### src/rtl/y86_pkg.sv
// Shared Y86-64 encodings: instruction codes, ALU functions, condition codes,
// status codes and the pipeline-register bubble values.
package y86_pkg;

    typedef enum logic [3:0] {
        I_HALT   = 4'h0,
        I_NOP    = 4'h1,
        I_CMOVXX = 4'h2,
        I_IRMOVQ = 4'h3,
        I_RMMOVQ = 4'h4,
        I_MRMOVQ = 4'h5,
        I_OPQ    = 4'h6,
        I_JXX    = 4'h7,
        I_CALL   = 4'h8,
        I_RET    = 4'h9,
        I_PUSHQ  = 4'hA,
        I_POPQ   = 4'hB
    } icode_e;

    typedef enum logic [1:0] {
        ALU_ADD = 2'd0,
        ALU_SUB = 2'd1,
        ALU_AND = 2'd2,
        ALU_XOR = 2'd3
    } alu_fun_e;

    typedef enum logic [3:0] {
        C_YES = 4'd0,
        C_LE  = 4'd1,
        C_L   = 4'd2,
        C_E   = 4'd3,
        C_NE  = 4'd4,
        C_GE  = 4'd5,
        C_G   = 4'd6
    } cond_e;

    typedef enum logic [2:0] {
        STAT_AOK = 3'd1,
        STAT_HLT = 3'd2,
        STAT_ADR = 3'd3,
        STAT_INS = 3'd4
    } stat_e;

    localparam logic [3:0] RNONE        = 4'hF;
    localparam logic [2:0] BUBBLE_STAT  = STAT_AOK;
    localparam logic [3:0] BUBBLE_ICODE = I_NOP;
    localparam logic [3:0] BUBBLE_IFUN  = 4'h0;
    localparam logic [2:0] CC_RESET     = 3'b100;

    // cc is packed {ZF,SF,OF}
    function automatic logic cond_eval(input logic [3:0] ifun, input logic [2:0] cc);
        logic zf, sf, of;
        {zf, sf, of} = cc;
        case (ifun)
            C_YES:   cond_eval = 1'b1;
            C_LE:    cond_eval = (sf ^ of) | zf;
            C_L:     cond_eval = sf ^ of;
            C_E:     cond_eval = zf;
            C_NE:    cond_eval = !zf;
            C_GE:    cond_eval = !(sf ^ of);
            C_G:     cond_eval = !(sf ^ of) & !zf;
            default: cond_eval = 1'b0;
        endcase
    endfunction

endpackage

### src/rtl/y86_alu.sv
// Combinational Y86-64 ALU; sub computes b - a. Flags are {ZF,SF,OF}.
module y86_alu
    import y86_pkg::*;
#(
    parameter int W = 64
) (
    input  logic [W-1:0] alu_a_i,
    input  logic [W-1:0] alu_b_i,
    input  logic [1:0]   fun_i,
    output logic [W-1:0] result_o,
    output logic [2:0]   flags_o
);

    logic [W-1:0] res;
    logic         of;

    always_comb begin
        res = '0;
        of  = 1'b0;
        case (fun_i)
            ALU_ADD: begin
                res = alu_b_i + alu_a_i;
                of  = (alu_a_i[W-1] == alu_b_i[W-1]) && (res[W-1] != alu_a_i[W-1]);
            end
            ALU_SUB: begin
                res = alu_b_i - alu_a_i;
                of  = (alu_a_i[W-1] != alu_b_i[W-1]) && (res[W-1] != alu_b_i[W-1]);
            end
            ALU_AND: res = alu_b_i & alu_a_i;
            default: res = alu_b_i ^ alu_a_i;
        endcase
    end

    assign result_o = res;
    assign flags_o  = {(res == '0), res[W-1], of};

endmodule

### src/rtl/execute_stage.sv
// Y86-64 execute stage: E pipeline register, ALU, condition codes and the
// M pipeline register, with combinational forwarding outputs.
module execute_stage
    import y86_pkg::*;
#(
    parameter int W = 64
) (
    input  logic         clk,
    input  logic         rst_n,
    input  logic [2:0]   d_stat,
    input  logic [3:0]   d_iCode,
    input  logic [3:0]   d_iFun,
    input  logic [W-1:0] d_valC,
    input  logic [W-1:0] d_valA,
    input  logic [W-1:0] d_valB,
    input  logic [3:0]   d_dstE,
    input  logic [3:0]   d_dstM,
    input  logic         e_stall,
    input  logic         e_bubble,
    input  logic         m_bubble,
    input  logic         m_exc,
    input  logic         w_exc,
    output logic [W-1:0] e_valE,
    output logic [3:0]   e_dstE,
    output logic         e_Cnd,
    output logic [2:0]   M_stat,
    output logic [3:0]   M_iCode,
    output logic         M_Cnd,
    output logic [W-1:0] M_valE,
    output logic [W-1:0] M_valA,
    output logic [3:0]   M_dstE,
    output logic [3:0]   M_dstM,
    output logic [2:0]   cc_out
);

    localparam logic [W-1:0] EIGHT = W'(8);

    logic [2:0]   E_stat_q,  E_stat_d;
    logic [3:0]   E_iCode_q, E_iCode_d;
    logic [3:0]   E_iFun_q,  E_iFun_d;
    logic [W-1:0] E_valC_q,  E_valC_d;
    logic [W-1:0] E_valA_q,  E_valA_d;
    logic [W-1:0] E_valB_q,  E_valB_d;
    logic [3:0]   E_dstE_q,  E_dstE_d;
    logic [3:0]   E_dstM_q,  E_dstM_d;

    logic [2:0]   M_stat_q,  M_stat_d;
    logic [3:0]   M_iCode_q, M_iCode_d;
    logic         M_Cnd_q,   M_Cnd_d;
    logic [W-1:0] M_valE_q,  M_valE_d;
    logic [W-1:0] M_valA_q,  M_valA_d;
    logic [3:0]   M_dstE_q,  M_dstE_d;
    logic [3:0]   M_dstM_q,  M_dstM_d;

    logic [2:0]   cc_q, cc_d;
    logic [W-1:0] alu_a, alu_b, alu_res;
    logic [1:0]   alu_fun;
    logic [2:0]   alu_flags;
    logic         cnd;

    always_comb begin
        E_stat_d  = E_stat_q;
        E_iCode_d = E_iCode_q;
        E_iFun_d  = E_iFun_q;
        E_valC_d  = E_valC_q;
        E_valA_d  = E_valA_q;
        E_valB_d  = E_valB_q;
        E_dstE_d  = E_dstE_q;
        E_dstM_d  = E_dstM_q;
        if (e_bubble) begin
            E_stat_d  = BUBBLE_STAT;
            E_iCode_d = BUBBLE_ICODE;
            E_iFun_d  = BUBBLE_IFUN;
            E_valC_d  = '0;
            E_valA_d  = '0;
            E_valB_d  = '0;
            E_dstE_d  = RNONE;
            E_dstM_d  = RNONE;
        end else if (!e_stall) begin
            E_stat_d  = d_stat;
            E_iCode_d = d_iCode;
            E_iFun_d  = d_iFun;
            E_valC_d  = d_valC;
            E_valA_d  = d_valA;
            E_valB_d  = d_valB;
            E_dstE_d  = d_dstE;
            E_dstM_d  = d_dstM;
        end
    end

    always_comb begin
        alu_a = '0;
        alu_b = '0;
        case (E_iCode_q)
            I_OPQ, I_CMOVXX:            alu_a = E_valA_q;
            I_IRMOVQ, I_RMMOVQ, I_MRMOVQ: alu_a = E_valC_q;
            I_CALL, I_PUSHQ:            alu_a = '0 - EIGHT;
            I_RET, I_POPQ:              alu_a = EIGHT;
            default:                    alu_a = '0;
        endcase
        case (E_iCode_q)
            I_RMMOVQ, I_MRMOVQ, I_OPQ, I_CALL, I_RET, I_PUSHQ, I_POPQ: alu_b = E_valB_q;
            default:                                                  alu_b = '0;
        endcase
    end

    assign alu_fun = (E_iCode_q == I_OPQ) ? E_iFun_q[1:0] : ALU_ADD;

    y86_alu #(.W(W)) u_alu (
        .alu_a_i  (alu_a),
        .alu_b_i  (alu_b),
        .fun_i    (alu_fun),
        .result_o (alu_res),
        .flags_o  (alu_flags)
    );

    // Cnd reads the pre-update CC so a following jXX/cmov sees flags written at this edge.
    assign cnd    = ((E_iCode_q == I_JXX) || (E_iCode_q == I_CMOVXX)) ? cond_eval(E_iFun_q, cc_q) : 1'b0;
    assign e_Cnd  = cnd;
    assign e_valE = alu_res;
    assign e_dstE = ((E_iCode_q == I_CMOVXX) && !cnd) ? RNONE : E_dstE_q;

    always_comb begin
        cc_d = cc_q;
        if ((E_iCode_q == I_OPQ) && !m_exc && !w_exc) cc_d = alu_flags;
    end

    always_comb begin
        M_stat_d  = E_stat_q;
        M_iCode_d = E_iCode_q;
        M_Cnd_d   = cnd;
        M_valE_d  = alu_res;
        M_valA_d  = E_valA_q;
        M_dstE_d  = e_dstE;
        M_dstM_d  = E_dstM_q;
        if (m_bubble) begin
            M_stat_d  = BUBBLE_STAT;
            M_iCode_d = BUBBLE_ICODE;
            M_Cnd_d   = 1'b0;
            M_valE_d  = '0;
            M_valA_d  = '0;
            M_dstE_d  = RNONE;
            M_dstM_d  = RNONE;
        end
    end

    always_ff @(posedge clk) begin
        if (!rst_n) begin
            E_stat_q  <= BUBBLE_STAT;
            E_iCode_q <= BUBBLE_ICODE;
            E_iFun_q  <= BUBBLE_IFUN;
            E_valC_q  <= '0;
            E_valA_q  <= '0;
            E_valB_q  <= '0;
            E_dstE_q  <= RNONE;
            E_dstM_q  <= RNONE;
            M_stat_q  <= BUBBLE_STAT;
            M_iCode_q <= BUBBLE_ICODE;
            M_Cnd_q   <= 1'b0;
            M_valE_q  <= '0;
            M_valA_q  <= '0;
            M_dstE_q  <= RNONE;
            M_dstM_q  <= RNONE;
            cc_q      <= CC_RESET;
        end else begin
            E_stat_q  <= E_stat_d;
            E_iCode_q <= E_iCode_d;
            E_iFun_q  <= E_iFun_d;
            E_valC_q  <= E_valC_d;
            E_valA_q  <= E_valA_d;
            E_valB_q  <= E_valB_d;
            E_dstE_q  <= E_dstE_d;
            E_dstM_q  <= E_dstM_d;
            M_stat_q  <= M_stat_d;
            M_iCode_q <= M_iCode_d;
            M_Cnd_q   <= M_Cnd_d;
            M_valE_q  <= M_valE_d;
            M_valA_q  <= M_valA_d;
            M_dstE_q  <= M_dstE_d;
            M_dstM_q  <= M_dstM_d;
            cc_q      <= cc_d;
        end
    end

    assign M_stat  = M_stat_q;
    assign M_iCode = M_iCode_q;
    assign M_Cnd   = M_Cnd_q;
    assign M_valE  = M_valE_q;
    assign M_valA  = M_valA_q;
    assign M_dstE  = M_dstE_q;
    assign M_dstM  = M_dstM_q;
    assign cc_out  = cc_q;

endmodule

### config.mk
export PLATFORM = sky130hd
export DESIGN_NAME = execute_stage
export DESIGN_NICKNAME = d
export VERILOG_FILES = /design/src/rtl/y86_pkg.sv /design/src/rtl/y86_alu.sv /design/src/rtl/execute_stage.sv
export SDC_FILE = /design/constraint.sdc
export NUM_CORES = 1
export LEC_CHECK = 0
export CELL_PAD_IN_SITES_DETAIL_PLACEMENT = 0
export CELL_PAD_IN_SITES_GLOBAL_PLACEMENT = 1
export CORE_ASPECT_RATIO = 0.75
export CORE_MARGIN = 5
export CORE_UTILIZATION = 40
export CTS_BUF_LIST = sky130_fd_sc_hd__clkbuf_8
export CTS_CLUSTER_SIZE = 14
export DETAILED_ROUTE_END_ITERATION = 6
export PLACE_DENSITY_LB_ADDON = 0.25
export SYNTH_ARGS = -nofsm -noshare
export SYNTH_HDL_FRONTEND = slang
export SYNTH_HIERARCHICAL = 1
export SYNTH_SLANG_ARGS = --single-unit
export TNS_END_PERCENT = 20
### constraint.sdc
create_clock -name clk -period 8.3 [get_ports clk]
set_input_delay 1.66 -clock clk [delete_from_list [all_inputs] [get_ports clk]]
set_output_delay 1.66 -clock clk [all_outputs]
set_load 0.02 [all_outputs]
==> impl_metrics.py, run 1 <==
metrics = {
    "die": {
        "ios": 434,
        "coreArea_um2": 57600,
        "die_x_um": 289,
        "fp.dieH_um": 219,
        "num_rows": 76,
        "start_util": 0.406,
        "dieArea_um2": 63400,
    },
    "route": {
        "firstDrtPassIters": 6,
        "drc": 0,
        "vias": 24800,
        "drt_wl_total_mm": 108,
        "ant_nets": 0,
        "vias_per_cell": 5.98,
        "drtIter0Drc": 3226,
        "routedWlPerCell_um": 26.0,
    },
    "cts": {
        "cts_tree": "yes",
        "clock-sinks": 358,
        "htreeDepth": 2,
        "cts_root_buffer": "clkbuf_8",
        "clk_latency_ps": 710,
        "cts_buffers": 56,
        "cts.clk_slew.worst_paths_ps": 70,
        "clockBufferDepth": 3,
    },
    "logic_synthesis": {
        "yosysTopAreaCell": "dfxtp_1",
        "synth-simple-area-share": 0.225,
        "synthTopCellsByCount": "dfxtp_1 (358), nor2_1 (342), mux2i_1 (244)",
        "synth-edff-count": 0,
        "synth_ff_type": "dfxtp_1",
        "synth_xor_area_frac": 0.00899,
        "yosysWarnings": 6,
        "yosysUniqueCellTypes": 95,
        "ys_seq_elements": 358,
        "syn_nets": 3243,
        "synth_top_family_by_area": "simple AND/OR/NAND/NOR gates",
        "synth_area_leaders": "dfxtp_1 (31%), mux2i_1 (10%), ha_1 (6.9%)",
        "synth_compound_area_frac": 0.220,
        "muxShareOfSynthArea": 0.111,
        "syn_area_um2": 23400,
        "synth_top_area_share": 0.307,
        "synth_adder_area_share": 0.0702,
        "yosysMostFrequentCell": "dfxtp_1",
        "ys_seq_area_frac": 0.307,
        "avgSynthCellArea_um2": 8.08,
        "async_flop_share": 0,
        "postSynthCellCount": 2895,
    },
    "setup_path": {
        "startpoint_type": "register",
        "startpoint": "E_iCode_q[0]$_SDFFE_PP1N_",
        "rr_worst_depth": 26,
        "crit_arrival_ps": 6520,
        "required_ps": 6640,
        "path_class": "reg -> out",
        "rrSetupSlack_ps": 1200,
        "crit_path_end_kind": "output port",
        "crit_end": "e_valE[60]",
        "r2r-end": "cc_out[2]$_SDFFE_PN1P_",
        "critPathMaxFanout": 18,
        "regToRegStartpoint": "E_iCode_q[0]$_SDFFE_PP1N_",
    },
    "final_layout": {
        "syn_to_final_growth_pct": 30.5,
        "drive_above_1_share": 0.0964,
        "nets": 3678,
        "n_fill_cell": 5425,
    },
    "pwr": {
        "p_sw_frac": 0.291,
        "p_total_mw": 4.29,
        "seqPwrFrac": 0.418,
        "powerDensity_nw_per_um2": 141,
        "power.leakage_nw": 13.3,
        "internal-power_mw": 3.05,
        "ir_worst_vdd_mv": 0.161,
        "clkPwrFrac": 0.388,
        "power_switching_mw": 1.25,
        "p_comb_frac": 0.194,
    },
    "global_route": {
        "grt_max_degree": 119,
        "gr-total-overflow": 0,
        "antenna_found_initial": 9,
        "grt_pass1_vias": 22900,
        "grt_pass1_wl_mm": 155,
        "grt.total_usage": 0.324,
    },
    "placement": {
        "io_buffers": 433,
        "hpwlAfterDp_mm": 85.4,
        "place_congestion": 1.02,
    },
    "timing": {
        "slew_viol_final": 0,
        "fin_tns_setup_ps": 0,
        "finalCritPeriodShare": 0.986,
        "clock_skew_ps": 60.6,
        "final-setup-viol-count": 0,
        "tightest_slew_ps": 1100,
        "hold_viol": 0,
        "holdWs_ps": 438,
        "rsz0062_at_grt": "yes",
        "max_freq_mhz": 122,
        "slew_headroom": 0.257,
        "min_period_ps": 8180,
    },
    "flow_run": {
        "cap_violations": 0,
    },
    "status": {
        "status": "finished clean",
    },
    "min_path": {
        "worstHoldStart": "E_stat_q[0]$_SDFFE_PP1N_",
        "hold_path.class": "reg -> reg",
    },
}
==> power groups by stage <==
| stage | Clock (mW) | Combinational (mW) | Sequential [mW] |
|---|---|---|---|
| after floorplan | 0 | 0.427 | 1.82 |
| after global placement | 0 | 0.795 | 1.83 |
| after detailed placement | 0 | 0.798 | 1.83 |
| after CTS | 1.70 | 0.806 | 1.79 |
| after global routing | 1.78 | 0.884 | 1.80 |
| final | 1.67 | 0.835 | 1.79 |
==> logic make-up after synthesis <==
group / count (synthesis)
buffers and inverters: 344
AND/OR/NAND/NOR: 1041
multiplexers: 256
XOR/XNOR: 24
flip-flops: 358
adder cells (fa/ha/maj): 130
AO/OA/AOI/OAI: 742
==> routing by layer <==
metal  wire (µm)  part of all wire  global-route usage
met1       51000              0.47               0.499
met2       40300              0.37               0.416
met3       15300              0.14               0.138
met4        1530             0.014              0.0507
met5          37           0.00034                   0
==> placed cells by master, fill, tap and decap left out, types with 109 or more instances in the layout <==
master,n
o21ai_0,109
and2_1,207
dfxtp_1,355
ha_1,127
nor2_1,340
a21oi_1,209
buf_4,137
clkdlybuf4s50_1,429
inv_1,152
mux2i_1,243
nand2_1,139
==> worst max-delay path: stages (launching register included) <==
cell and delay, ps:
dfxtp_2 440, nand2_1 110, mux2_2 310, nor2_4 130, buf_12 140, buf_4 230
a221o_1 350, inv_1 80, ha_1 490, nor4_1 680, o211ai_1 300, o21ai_0 290
buf_4 190, a31oi_1 100, buf_4 170, o221ai_1 160, buf_4 170, nand4_1 120
nand3_1 170, a21oi_1 120, mux2i_1 170, a32o_1 270, clkdlybuf4s50_1 640
==> cell type report <==
type	count	area, µm²	area share
Multi-Input combinational cell	2193	15100	0.493
Sequential cell	358	7170	0.235
Timing Repair Buffer	576	5510	0.181
Clock buffer	73	1000	0.0329
Tap cell	780	976	0.0320
Inverter	145	544	0.0178
Clock inverter	25	234	0.00767
Antenna cell	6	15.0	0.000492
==> what timing repair did <==
action	CTS	global route
setup endpoints to repair	14	18
endpoints found under the hold margin	0	0
gates resized for setup	7	21
buffers inserted	4	2
hold buffers	0	0
pin swaps	2	1
==> state kept, by name (all words and copies together), names as in the netlist, 4 cells and up <==
signal / cells
E_valA_q: 64
E_valB_q: 64
E_valC_q: 64
M_valA: 64
M_valE: 64
E_dstE_q: 4
E_dstM_q: 4
E_iCode_q: 4
E_iFun_q: 4
M_dstE: 4
M_dstM: 4
M_iCode: 4
==> through the flow <==
stage	utilization	instances	instance area, µm²	worst slack (ps)
final	0.529	4156	30500	118
after CTS	0.527	4147	30300	5.22
after global placement	0.504	4045	29000	412
after global routing	0.529	4153	30500	-131
after floorplan	-	2895	23400	1550
after detailed placement	0.504	4045	29000	218
==> worst min-delay path by stage <==
stage                           end  slack (ps)  cells past startpoint
5_1_grt        M_dstM[1]$_SDFF_PP1_         460                      1
6_report       M_stat[0]$_SDFF_PP1_         440                      1
3_3_place_gp   M_dstM[0]$_SDFF_PP1_         420                      1
2_1_floorplan  M_dstM[0]$_SDFF_PP1_         410                      1
3_5_place_dp   M_stat[0]$_SDFF_PP1_         430                      1
4_1_cts        M_stat[0]$_SDFF_PP1_         440                      1
Power figures use the tool's default switching activity.
==> run 2, diff against run 1 <==
--- a/config.mk
+++ b/config.mk
@@ -13,7 +13,7 @@
 export CTS_BUF_LIST = sky130_fd_sc_hd__clkbuf_8
 export CTS_CLUSTER_SIZE = 14
 export DETAILED_ROUTE_END_ITERATION = 6
-export PLACE_DENSITY_LB_ADDON = 0.25
+export PLACE_DENSITY_LB_ADDON = 0.15
 export SYNTH_ARGS = -nofsm -noshare
 export SYNTH_HDL_FRONTEND = slang
 export SYNTH_HIERARCHICAL = 1
==> impl_metrics.py, run 2 (same netlist as run 1, synthesis figures left out) <==
metrics = {
    "status": {
        "status": "finished clean",
    },
    "cts": {
        "clk_latency_ps": 710,
        "cts_tree": "yes",
        "clockBufferDepth": 3,
        "cts_root_buffer": "clkbuf_8",
        "cts.clk_slew.worst_paths_ps": 60,
        "htreeDepth": 2,
        "clock-sinks": 358,
        "cts-hold-fix-buffers": 0,
        "cts_buffers": 57,
    },
    "setup_path": {
        "startpoint_type": "register",
        "required_ps": 6640,
        "path_class": "reg -> out",
        "crit_path_end_kind": "output port",
        "critPathMaxFanout": 26,
        "crit_arrival_ps": 6530,
    },
    "final_layout": {
        "layout_commonest_cell": "clkdlybuf4s50_1",
        "nets": 3661,
        "n_fill_cell": 5432,
        "utilization": 0.528,
        "drive_above_1_share": 0.0961,
        "layout.cells.most_common_list": "clkdlybuf4s50_1 (429), dfxtp_1 (356), nor2_1 (341)",
        "syn_to_final_growth_pct": 30.2,
    },
    "pwr": {
        "p_total_mw": 4.38,
        "powerDensity_nw_per_um2": 144,
        "ir_worst_vdd_mv": 0.147,
        "power.leakage_nw": 13.2,
    },
    "route": {
        "routedWlPerCell_um": 26.3,
        "ant_nets": 0,
        "vias": 25000,
        "vias_per_cell": 6.02,
        "drt_wl_total_mm": 109,
        "drtIter0Drc": 2978,
        "firstDrtPassIters": 6,
        "drc": 0,
    },
    "timing": {
        "fin_tns_setup_ps": 0,
        "clock_skew_ps": 68.3,
        "min_period_ps": 8190,
        "layout_setup_ws_ps": 113,
        "max_freq_mhz": 122,
        "tightest_slew_ps": 1310,
        "rsz0062_at_grt": "yes",
        "slew_viol_final": 0,
        "hold_viol": 0,
        "slew_headroom": 0.126,
        "final-setup-viol-count": 0,
        "finalCritPeriodShare": 0.986,
    },
    "die": {
        "die_x_um": 289,
        "num_rows": 76,
        "start_util": 0.406,
        "ios": 434,
        "coreArea_um2": 57600,
        "dieArea_um2": 63400,
        "fp.dieH_um": 219,
    },
    "placement": {
        "hpwlAfterDp_mm": 86.5,
        "place_congestion": 1.00,
        "io_buffers": 433,
        "pre_cts_slack_ps": 286,
    },
    "global_route": {
        "grt_pass1_vias": 23500,
        "antenna_found_initial": 10,
        "grt_max_degree": 139,
        "gr-total-overflow": 0,
        "grt_pass1_wl_mm": 157,
        "grt.total_usage": 0.328,
    },
    "flow_run": {
        "cap_violations": 0,
    },
    "min_path": {
        "hold_path.class": "reg -> reg",
    },
}
[run 2: cell count changes in the layout (fill, tap and decap cells not counted), moves of 4 or more]
cell      before  now
inv_1        152  148
clkinv_2       5   12
buf_12         8    4
buf_4        137  123
[run 2: critical path, stage by stage (launching register included)]
cell and delay, ps:
dfxtp_1 460, nand2_1 100, mux2_2 290, nor2_4 130, buf_12 150, buf_4 340
a221o_1 290, inv_1 60, ha_1 690, inv_1 160, buf_4 230, a21oi_1 190
o31ai_1 180, a21o_1 270, or2_2 280, o31a_1 300, xnor2_1 140, o221ai_1 800
clkdlybuf4s50_1 780
[run 2: worst paths after layout]
check                           slack [ps]  cells after the start                       from                endpoint
worst min register to register         430                      1   E_dstM_q[3]$_SDFFE_PP1N_    M_dstM[3]$_SDFF_PP1_
worst max-delay path                   110                     18  E_iCode_q[1]$_SDFFE_PP0N_              e_valE[47]
worst max register to register        1240                     27  E_iCode_q[1]$_SDFFE_PP0N_  cc_out[2]$_SDFFE_PN1P_
worst min-delay path                   430                      1   E_dstM_q[3]$_SDFFE_PP1N_    M_dstM[3]$_SDFF_PP1_
[run 2: layer usage]
| layer | up-vias | track usage | wire [µm] |
|---|---|---|---|
| met5 | - | 0.0180 | 206 |
| met4 | 10 | 0.0638 | 1970 |
| met3 | 147 | 0.141 | 15800 |
| met2 | 1458 | 0.419 | 40400 |
| met1 | 12000 | 0.499 | 50600 |
| li1 | 11300 | - | - |
[run 2: through the flow]
step           std cells  hold slack (ps)  instance area [µm²]
2_1_floorplan       2895              411                23400
3_3_place_gp        4029              418                28900
3_5_place_dp        4029              425                28900
4_1_cts             4140              439                30300
5_1_grt             4142              465                30400
6_report            4144              435                30400
[run 2: where the power goes]
group / switching (mW) / leakage, nW / total [mW] / internal, mW
registers: 0.0312 / 2.91 / 1.79 / 1.76
clock network: 0.781 / 0.739 / 1.78 / 0.998
logic: 0.462 / 9.58 / 0.810 / 0.348
[run 2: repair_timing]
action,4_1_cts,5_1_grt
setup endpoints to repair,15,21
resized for setup,7,27
pin swaps,3,1
buffers inserted,5,0
[run 2: final cells by class]
| class | count | area, µm² | share of cell area |
|---|---|---|---|
| antenna | 4 | 10.0 | 0.000329 |
| clock buffer | 74 | 1020 | 0.0335 |
| clock inverter | 32 | 333 | 0.0109 |
| inverter | 145 | 544 | 0.0179 |
| multi-input combinational | 2193 | 15100 | 0.495 |
| sequential | 358 | 7170 | 0.235 |
| tap | 780 | 976 | 0.0321 |
| timing repair buffer | 558 | 5330 | 0.175 |
